[src/rtl/lif_threshold_reset_unit.sv]
// Registered threshold/reset stage for N_CH time-multiplexed LIF neuron channels:
// compares membrane voltage to a programmable threshold, emits spikes, and applies per-channel refractory holds.
module lif_threshold_reset_unit #(
  parameter int WIDTH = 21,
  parameter int N_CH = 4,
  parameter int CH_W = $clog2(N_CH),
  parameter int REF_W = 4,
  parameter int CNT_W = 16,
  parameter logic signed [WIDTH-1:0] THR_INIT = 21'sd15360
) (
  input  logic             clk,
  input  logic             rst,
  input  logic             thr_we,
  input  logic [WIDTH-1:0] thr_in,
  input  logic [REF_W-1:0] ref_cycles,
  input  logic [WIDTH-1:0] v_reset,
  input  logic             in_valid,
  input  logic [CH_W-1:0]  in_ch,
  input  logic [WIDTH-1:0] v_in,
  output logic             out_valid,
  output logic [CH_W-1:0]  out_ch,
  output logic [WIDTH-1:0] v_out,
  output logic             spike,
  output logic             refractory,
  output logic [CNT_W-1:0] spike_total
);

  localparam logic [CH_W:0] N_CH_L = (CH_W+1)'(N_CH);

  logic             out_valid_q;
  logic [CH_W-1:0]  out_ch_q;
  logic [WIDTH-1:0] v_out_q;
  logic             spike_q;
  logic             refractory_q;
  logic [CNT_W-1:0] spike_total_q;
  logic [WIDTH-1:0] thr_q;
  logic [REF_W-1:0] ref_cnt_q [N_CH];

  logic             accept_c;
  logic [REF_W-1:0] cur_cnt_c;
  logic [WIDTH:0]   diff_c;
  logic             is_ref_c;
  logic             is_spike_c;

  // Difference is formed one bit wider so its sign bit is always the true sign of v_in - threshold.
  always_comb begin
    accept_c  = in_valid && ({1'b0, in_ch} < N_CH_L);
    cur_cnt_c = '0;
    for (int i = 0; i < N_CH; i++) begin
      if (in_ch == CH_W'(i)) cur_cnt_c = ref_cnt_q[i];
    end
    diff_c     = {v_in[WIDTH-1], v_in} - {thr_q[WIDTH-1], thr_q};
    is_ref_c   = (cur_cnt_c != '0);
    is_spike_c = !is_ref_c && !v_in[WIDTH-1] && !diff_c[WIDTH];
  end

  always_ff @(posedge clk or posedge rst) begin
    if (rst) begin
      out_valid_q   <= 1'b0;
      out_ch_q      <= '0;
      v_out_q       <= '0;
      spike_q       <= 1'b0;
      refractory_q  <= 1'b0;
      spike_total_q <= '0;
      thr_q         <= THR_INIT;
      for (int i = 0; i < N_CH; i++) ref_cnt_q[i] <= '0;
    end else begin
      if (thr_we) thr_q <= thr_in;
      out_valid_q <= accept_c;
      if (accept_c) begin
        out_ch_q <= in_ch;
        if (is_ref_c) begin
          v_out_q      <= v_reset;
          spike_q      <= 1'b0;
          refractory_q <= 1'b1;
        end else if (is_spike_c) begin
          v_out_q      <= v_reset;
          spike_q      <= 1'b1;
          refractory_q <= 1'b0;
        end else begin
          v_out_q      <= v_in;
          spike_q      <= 1'b0;
          refractory_q <= 1'b0;
        end
        if (is_spike_c && (spike_total_q != {CNT_W{1'b1}}))
          spike_total_q <= spike_total_q + CNT_W'(1);
        // Only the sampled channel's counter moves; others wait for their own samples.
        for (int i = 0; i < N_CH; i++) begin
          if (in_ch == CH_W'(i)) begin
            if (is_ref_c) ref_cnt_q[i] <= cur_cnt_c - REF_W'(1);
            else if (is_spike_c) ref_cnt_q[i] <= ref_cycles;
          end
        end
      end
    end
  end

  assign out_valid   = out_valid_q;
  assign out_ch      = out_ch_q;
  assign v_out       = v_out_q;
  assign spike       = spike_q;
  assign refractory  = refractory_q;
  assign spike_total = spike_total_q;

endmodule

[config.mk]
export PLATFORM = sky130hd
export DESIGN_NAME = lif_threshold_reset_unit
export DESIGN_NICKNAME = d
export VERILOG_FILES = /design/src/rtl/lif_threshold_reset_unit.sv
export SDC_FILE = /design/constraint.sdc
export NUM_CORES = 1
export LEC_CHECK = 0
export ABC_AREA = 1
export CORE_ASPECT_RATIO = 0.8
export CORE_MARGIN = 2
export CORE_UTILIZATION = 54
export DETAILED_ROUTE_END_ITERATION = 7
export PLACE_DENSITY = 0.95
export SYNTH_ARGS = -nofsm -noshare
export SYNTH_HDL_FRONTEND = slang
export SYNTH_SLANG_ARGS = --single-unit
[constraint.sdc]
create_clock -name clk -period 5.3 [get_ports clk]
set_clock_uncertainty 0.15 [all_clocks]
set_input_delay 1.06 -clock clk [delete_from_list [all_inputs] [get_ports clk]]
set_output_delay 1.06 -clock clk [all_outputs]
set_load 0.02 [all_outputs]
==> flow_summary.ini, run 1 <==
[power]
ir_worst_vdd_v = 0.000213
p_total_uw = 2290
power_per_cell_area_mw_per_mm2 = 381
power.leakage_uw = 0.00302

[synthesis]
synth_edf_count = 0
yosysTopAreaCell = dfrtp_1
ys.flop_type = dfrtp_1
syn-cell-area_mm2 = 0.00460
synth.most_common_cell = nand2_1
synth.avg_cell_area_um2 = 7.50
ys_ff_latch = 79
synthTopCellsByCount = nand2_1 (207), inv_1 (91), dfrtp_1 (75)
mappedNetlistNets = 709
ys_seq_area_frac = 0.431
async_reset_ff_frac = 1.00
ys_warn_count = 0
ys_types = 33
synth_top_area_frac = 0.408
netlist_top_cells_area = dfrtp_1 (41%), nand2_1 (17%), inv_1 (7.4%)
synth_cells = 613

[timing]
setup_violations = 0
period_minus_slack_ps = 3950
hold_viol = 0
final-max-slew-violation-count = 0
fmax_ghz = 0.253
rsz0062_at_grt = false
setup-tns-final_ps = 0
slew_headroom = 0.221
worst_pin_slew_ps = 1170
period_share = 0.746

[layout]
num_antenna_cells = 0
n_fill_cell = 643
utilization = 0.719
layout-drive-gt1-share = 0.0581
multiInputGateArea_mm2 = 0.00214
nets = 814
final_cells = 835
area_delta_synth_final_pct = 30.9
final_area_mm2 = 0.00602
seq_area_mm2 = 0.00198

[run]
cap_violations = 0

[routing]
drt-pass1-iter-count = 5
routed_wl_um = 12000
route.detailed.drc = 0
via_per_inst = 5.32
vias = 4440
post_drt_wl_per_cell_um = 14.4
dr.first_iter.drc_count = 336
postRouteAntennaNets = 0

[clock_network]
cts_setup_buffers = 0
hold_buffers = 0
root_buffer = clkbuf_8
tritoncts = yes
h-tree-depth = 3
numClockSinks = 79
insertion_delay_ps = 360
clk_pin_slew_ps = 80
clock_path_buffers = 2
numCtsBuffers = 9
cts_resized = 0

[place]
place_area_mm2 = 0.00578
gp_congestion = 0.932
dp_hpwl_um = 8740
io_buffers = 114
dp.cells = 819

[setup_path]
timing.reg2reg.setup_slack_ps = 2400
crit_path_max_fanout = 41
r2r_start = ref_cnt_q[4]
cpMostUsedCell = nand2_1
startpoint = in_ch[0]
r2r_cells = 11
cpMaxStageDelayCell = clkdlybuf4s50_1
cpPeakStageDelay_ps = 520
cp_cell_sequence = clkdlybuf4s50_1 -> inv_1 -> nor2_4 -> nand2_1 -> nand3_1 -> a21oi_1 -> ha_1 -> nand3_2 -> nor2_2 -> nand3_4 -> nand2_4 -> nand3_1 -> nand2_1 -> nand2_1
start_kind = input pin
setup.worst_path.class = in2reg
cp-end-kind = flop
reg2reg_to = ref_cnt_q[14]
crit_arrival_ps = 4040
worstPathRequired_ps = 5390

[floorplanning]
initial_core_util = 0.549
ioPinCount = 115
die_height_um = 86.5
rows = 30
core-area_mm2 = 0.00837
die-area_mm2 = 0.00927
die_w_um = 107

[min_path]
hp-class = reg2reg
hold_depth = 2
holdPathEnd = refractory
min_from = refractory

[global_route]
antenna_found_initial = 0
grt_pass1_vias = 4358
grt_usage = 0.269
overflow = 0
grt_max_degree = 44
grt_pass1_wl_um = 19800

[run_status]
status = complete, no violations
[state kept, by name, summed over array words and instances (netlist names)]
signal / cells
thr_q: 21
v_out: 21
spike_total: 16
ref_cnt_q: 16
out_valid: 1
refractory: 1
out_ch: 2
spike: 1
[worst max-delay path by stage]
stage | to | slack [ps] | depth (start not counted)
2_1_floorplan | out_ch[0] | 2070 | 1
3_3_place_gp | ref_cnt_q[12] | 1300 | 14
3_5_place_dp | ref_cnt_q[14] | 1090 | 14
4_1_cts | ref_cnt_q[12] | 1430 | 14
5_1_grt | ref_cnt_q[13] | 1170 | 14
6_report | ref_cnt_q[14] | 1350 | 14
[critical path, delay by kind of cell]
| kind | cells | cell delay, ps |
|---|---|---|
| AOI/OAI and AO/OA | 1 | 400 |
| and+or+nand+nor | 10 | 1580 |
| buffers and inverters | 2 | 680 |
| adders and majority gates | 1 | 290 |
[per-stage QoR]
| stage | worst slack (ps) | hold WS [ps] |
|---|---|---|
| 5_1_grt | 1170 | 370 |
| 3_3_place_gp | 1300 | 308 |
| 4_1_cts | 1430 | 340 |
| 2_1_floorplan | 2070 | 287 |
| 6_report | 1350 | 343 |
| 3_5_place_dp | 1090 | 317 |
[layout make-up]
cell class | instances | share of cell area
inverters | 94 | 0.0591
clock buffers | 9 | 0.0206
repair buffers | 117 | 0.193
flip-flops and latches | 79 | 0.329
clock inverters | 7 | 0.0183
multi-input cells | 417 | 0.356
well taps | 112 | 0.0233
[where the power goes]
group	switching (uW)	internal, uW
registers	115	753
clock network	252	277
logic	535	359
[cells by family after synthesis]
| group | share of synthesized area |
|---|---|
| adders and majority gates | 0.0626 |
| AOI/OAI and AO/OA | 0.0490 |
| xor gates and xnor gates | 0.0267 |
| buffers and inverters | 0.103 |
| DFF | 0.431 |
| muxes | 0.00245 |
| and+or+nand+nor | 0.325 |
[layer usage]
layer	track usage	up-vias	wire length (um)
met5	0	-	0
met4	0.0779	0	190
met3	0.0669	22	924
met2	0.456	205	5860
met1	0.344	2073	5020
li1	-	2140	-
[cell usage in the layout, fill, tap and decap left out, types with 4 or more instances in the layout]
cell and count:
nand3_2 4, nand4_1 23, a21oi_1 9, ha_1 23, nand3_1 66, nor3_1 5, xnor2_1 6, inv_1 90
clkbuf_8 9, dfrtp_1 75, clkdlybuf4s50_1 114, xor2_1 8, o21ai_0 29, dfstp_2 4, nand2_1 207, nor2_1 19
(Power assumes the default switching activity.)
==> run 2: changes to the inputs <==
--- a/config.mk
+++ b/config.mk
@@ -8,9 +8,9 @@
 export ABC_AREA = 1
 export CORE_ASPECT_RATIO = 0.8
 export CORE_MARGIN = 2
-export CORE_UTILIZATION = 54
+export CORE_UTILIZATION = 45
 export DETAILED_ROUTE_END_ITERATION = 7
-export PLACE_DENSITY = 0.95
+export PLACE_DENSITY = 0.88
 export SYNTH_ARGS = -nofsm -noshare
 export SYNTH_HDL_FRONTEND = slang
 export SYNTH_SLANG_ARGS = --single-unit
==> constraint.sdc (replaced) <==
create_clock -name clk -period 3.6 [get_ports clk]
set_clock_uncertainty 0.15 [all_clocks]
set_input_delay 0.72 -clock clk [delete_from_list [all_inputs] [get_ports clk]]
set_output_delay 0.72 -clock clk [all_outputs]
set_load 0.02 [all_outputs]
==> run 2 against run 1 <==
Compared with the run above: die area is 19% higher; core utilization is 8.7 points lower; clock-buffer cell count is 1 higher; register-to-register slack worse by 1300 ps; largest cell class unchanged; largest power group unchanged.
==> flow_summary.ini, run 2 (synthesis results as in run 1) <==
[place]
place_area_mm2 = 0.00589
place_ws_ps = 55.6
gp_congestion = 0.954
dp_hpwl_um = 8950
dp.cells = 850
io_buffers = 114

[clock_network]
tritoncts = yes
numClockSinks = 79
numCtsBuffers = 9
clk_pin_slew_ps = 60
clock_path_buffers = 2
cts_setup_buffers = 0
h-tree-depth = 3
hold_buffers = 0
root_buffer = clkbuf_16
cts_resized = 0
insertion_delay_ps = 330

[power]
power.leakage_uw = 0.00310
power_per_cell_area_mw_per_mm2 = 578
ir_worst_vdd_v = 0.000329

[min_path]
hp-class = reg2reg

[global_route]
grt_pass1_vias = 4332
grt_usage = 0.225
grt_pass1_wl_um = 19700
grt_max_degree = 80
overflow = 0
antenna_found_initial = 0

[floorplanning]
core-area_mm2 = 0.00981
die-area_mm2 = 0.0110
die_height_um = 94.4
ioPinCount = 115
die_w_um = 117
rows = 32
initial_core_util = 0.469

[layout]
layout-drive-gt1-share = 0.0685
multiInputGateArea_mm2 = 0.00214
final_area_mm2 = 0.00620
utilization = 0.632
n_fill_cell = 840
layout_common_cells = nand2_1 (207), clkdlybuf4s50_1 (113), inv_1 (90), dfrtp_1 (75), nand3_1 (66)
layout_commonest_cell = nand2_1
final_cells = 866
nets = 821
num_antenna_cells = 0
area_delta_synth_final_pct = 34.9
seq_area_mm2 = 0.00198

[timing]
period_minus_slack_ps = 3210
worst_pin_slew_ps = 628
setup_violations = 0
setup-tns-final_ps = 0
period_share = 0.892
rsz0062_at_grt = false
hold_viol = 0
slew_headroom = 0.580
final-max-slew-violation-count = 0
setup_slack_ps = 389
fmax_ghz = 0.311

[routing]
via_per_inst = 5.07
drt-pass1-iter-count = 5
route.detailed.drc = 0
post_drt_wl_per_cell_um = 13.8
dr.first_iter.drc_count = 370
routed_wl_um = 11900
postRouteAntennaNets = 0
vias = 4394

[setup_path]
crit_path_max_fanout = 15
start_kind = input pin
setup.worst_path.class = in2reg
crit_arrival_ps = 3280
cp-end-kind = flop
worstPathRequired_ps = 3670

[run_status]
status = complete, no violations

[run]
cap_violations = 0
[run 2: cell types whose count changed in the layout (fill, tap and decap cells not counted), sizes merged]
| cell | before | now |
|---|---|---|
| buf | 3 | 11 |
| bufinv | 2 | 1 |
| clkbuf | 9 | 10 |
| clkdlybuf4s50 | 114 | 113 |
| clkinv | 0 | 1 |
| inv | 98 | 97 |
[run 2: where the power goes]
group	leakage [uW]	total [uW]	internal [uW]	switching [uW]
registers	0.000980	1270	1110	161
clock network	0.000152	955	568	386
logic	0.00197	1360	567	790
total	0.00310	3580	2250	1340
[run 2: layout make-up]
| type | count | area share |
|---|---|---|
| clock buffer | 10 | 0.0385 |
| clock inverter | 6 | 0.0121 |
| timing repair buffer | 124 | 0.199 |
| tap | 136 | 0.0274 |
| inverter | 94 | 0.0575 |
| multi-input combinational | 417 | 0.345 |
| sequential | 79 | 0.320 |
[run 2: final timing paths]
kind | start | endpoint | slack, ps | cells after the start
worst max-delay path | in_ch[1] | v_out[11] | 390 | 15
worst min-delay path | ref_cnt_q[7] | ref_cnt_q[7] | 330 | 2
worst max register to register | thr_q[12] | v_out[11] | 1140 | 14
worst min register to register | ref_cnt_q[7] | ref_cnt_q[7] | 330 | 2
max in group asynchronous | rst | thr_q[12] | 2280 | 3
min in group asynchronous | rst | v_out[0] | 630 | 3
[run 2: layer usage]
layer | part of all wire | up-vias | global-route usage
met1 | 0.44 | 2033 | 0.294
met3 | 0.071 | 11 | 0.0449
met2 | 0.48 | 179 | 0.391
met5 | 0 | - | 0
li1 | - | 2171 | -
met4 | 0.0068 | 0 | 0.0431
[run 2: stage by stage]
stage          hold slack [ps]  power (uW)
2_1_floorplan              287        2080
3_3_place_gp               306        2580
3_5_place_dp               313        2630
4_1_cts                    329        3590
5_1_grt                    353        3810
6_report                   331        3580
[run 2: worst max-delay path: stages]
cell and delay (ps):
clkdlybuf4s50_1 520, inv_1 170, nor2_4 80, nand2_1 70, nand3_1 70, a21oi_1 340
ha_1 270, nand3_2 130, nor2_2 150, nand3_4 180, nand2_4 130, buf_4 220
nand2_1 100, nand3_1 80, nand2_1 60
==> run 3: changes to the inputs <==
--- a/config.mk
+++ b/config.mk
@@ -7,10 +7,9 @@
 export LEC_CHECK = 0
 export ABC_AREA = 1
 export CORE_ASPECT_RATIO = 0.8
-export CORE_MARGIN = 2
 export CORE_UTILIZATION = 45
 export DETAILED_ROUTE_END_ITERATION = 7
-export PLACE_DENSITY = 0.88
+export PLACE_DENSITY = 0.83
 export SYNTH_ARGS = -nofsm -noshare
 export SYNTH_HDL_FRONTEND = slang
 export SYNTH_SLANG_ARGS = --single-unit
==> run 3 against run 2 <==
Compared with the run above: via count down 1.8%; maximum frequency down 2.1%; combinational power about the same; clock power down 10%; sequential power about the same; critical path type unchanged.
==> flow_summary.ini, run 3 (synthesis results as in run 1) <==
[setup_path]
cpPeakStageDelay_ps = 520
start_kind = input pin
worstPathRequired_ps = 3670
cpMostUsedCell = nand2_1
setup.worst_path.class = in2reg
cpMaxStageDelayCell = clkdlybuf4s50_1
cp-end-kind = flop
cp_cell_sequence = clkdlybuf4s50_1 -> inv_1 -> nor2_4 -> nand2_1 -> nand3_1 -> a21oi_1 -> ha_1 -> nand3_2 -> nor2_2 -> nand3_4 -> nand2_4 -> nand3_1 -> nand2_1 -> nand2_1
crit_path_max_fanout = 25
timing.reg2reg.setup_slack_ps = 1050
r2r_cells = 11
reg2reg_to = ref_cnt_q[12]
r2r_start = ref_cnt_q[12]
crit_arrival_ps = 3350

[power]
comb_power_share = 0.387
internal_power_uw = 2150
pwr-share-seq = 0.366
power_per_cell_area_mw_per_mm2 = 563
swShare = 0.381
p_clk_frac = 0.247
ir_worst_vdd_v = 0.000329
power.leakage_uw = 0.00309
p_sw_uw = 1320

[routing]
vias = 4313
post_drt_wl_per_cell_um = 13.2
postRouteAntennaNets = 0
dr.first_iter.drc_count = 367
route.detailed.drc = 0
drt-pass1-iter-count = 5
routed_wl_um = 11400
via_per_inst = 4.98

[floorplanning]
die-area_mm2 = 0.0106
initial_core_util = 0.471
die_height_um = 92.4
core-area_mm2 = 0.00977
die_w_um = 115
rows = 32
ioPinCount = 115

[layout]
layout_commonest_cell = nand2_1
nets = 821
num_antenna_cells = 0
final_area_mm2 = 0.00617
n_fill_cell = 888
final_cells = 866
layout_common_cells = nand2_1 (207), clkdlybuf4s50_1 (114), inv_1 (90), dfrtp_1 (75), nand3_1 (66)
area_delta_synth_final_pct = 34.2
layout-drive-gt1-share = 0.0671

[clock_network]
root_buffer = clkbuf_16
numCtsBuffers = 9
h-tree-depth = 3
clock_path_buffers = 2
cts_setup_buffers = 0
insertion_delay_ps = 330
clk_pin_slew_ps = 60
numClockSinks = 79
tritoncts = yes
hold_buffers = 0
cts_resized = 0

[min_path]
holdPathEnd = ref_cnt_q[10]
min_from = ref_cnt_q[10]
hp-class = reg2reg
hold_depth = 2

[global_route]
overflow = 0
grt_pass1_vias = 4245
antenna_found_initial = 0
grt_usage = 0.228
grt_pass1_wl_um = 19200
grt_max_degree = 80

[timing]
slew_headroom = 0.539
setup-tns-final_ps = 0
fmax_ghz = 0.305
rsz0062_at_grt = false
worst_pin_slew_ps = 689
hold_viol = 0
final-max-slew-violation-count = 0
period_minus_slack_ps = 3280
period_share = 0.912
setup_violations = 0

[place]
gp_congestion = 0.874
io_buffers = 114
place_area_mm2 = 0.00589
dp_hpwl_um = 8400
dp.cells = 850

[run_status]
status = complete, no violations

[run]
cap_violations = 0
## run 3: changes by cell type in the layout (fill, tap and decap cells not counted)
cell / delta
clkinv_4: +2
bufinv_16: -1
clkdlybuf4s50_1: +1
clkinv_2: +2
clkinvlp_4: -1
clkbuf_8: -1
inv_8: -1
buf_2: -1
## run 3: worst max-delay path: cells and delay by family
| kind | cells | cell delay [ps] |
|---|---|---|
| AOI/OAI and AO/OA | 1 | 340 |
| adders and majority gates | 1 | 280 |
| buffers and inverters | 2 | 680 |
| and+or+nand+nor | 10 | 1320 |
## run 3: worst max-delay path by stage
stage               slack [ps]  cells past startpoint     start            end
floorplan                  710                      1       rst      out_ch[0]
global placement           170                     15  in_ch[0]      v_out[12]
detailed placement         0.1                     14  in_ch[0]  ref_cnt_q[12]
CTS                        310                     14  in_ch[0]  ref_cnt_q[12]
global route                60                     14  in_ch[0]  ref_cnt_q[12]
finish                     320                     14  in_ch[0]  ref_cnt_q[12]
## run 3: area by class of cell
cell class / instances / area (um2) / area share
flip-flops and latches: 79 / 1980 / 0.321
repair buffers: 124 / 1240 / 0.201
inverters: 94 / 357 / 0.0578
clock buffers: 9 / 225 / 0.0365
well taps: 136 / 170 / 0.0276
clock inverters: 7 / 53.8 / 0.00872
multi-input cells: 417 / 2140 / 0.347
## run 3: layer usage
layer / vias up / global-route usage / part of all wire
met1: 1976 / 0.302 / 0.47
li1: 2163 / - / -
met4: 0 / 0.0563 / 0.013
met2: 157 / 0.383 / 0.47
met3: 17 / 0.0432 / 0.053
met5: - / 0 / 0
## run 3: per-stage QoR
step	power [uW]	hold slack (ps)	setup WS [ps]	utilization
after CTS	3510	329	314	0.632
after global placement	2580	307	171	0.603
after detailed placement	2620	311	0.134	0.603
after global routing	3710	352	60.0	0.632
final	3470	328	318	0.632
after floorplan	2080	287	713	-
## run 3: power by group through the flow
stage | clock network, uW | logic [uW] | registers (uW)
after CTS | 884 | 1350 | 1270
after detailed placement | 0 | 1340 | 1280
after global routing | 921 | 1490 | 1290
after global placement | 0 | 1300 | 1280
final | 858 | 1350 | 1270
after floorplan | 0 | 697 | 1380
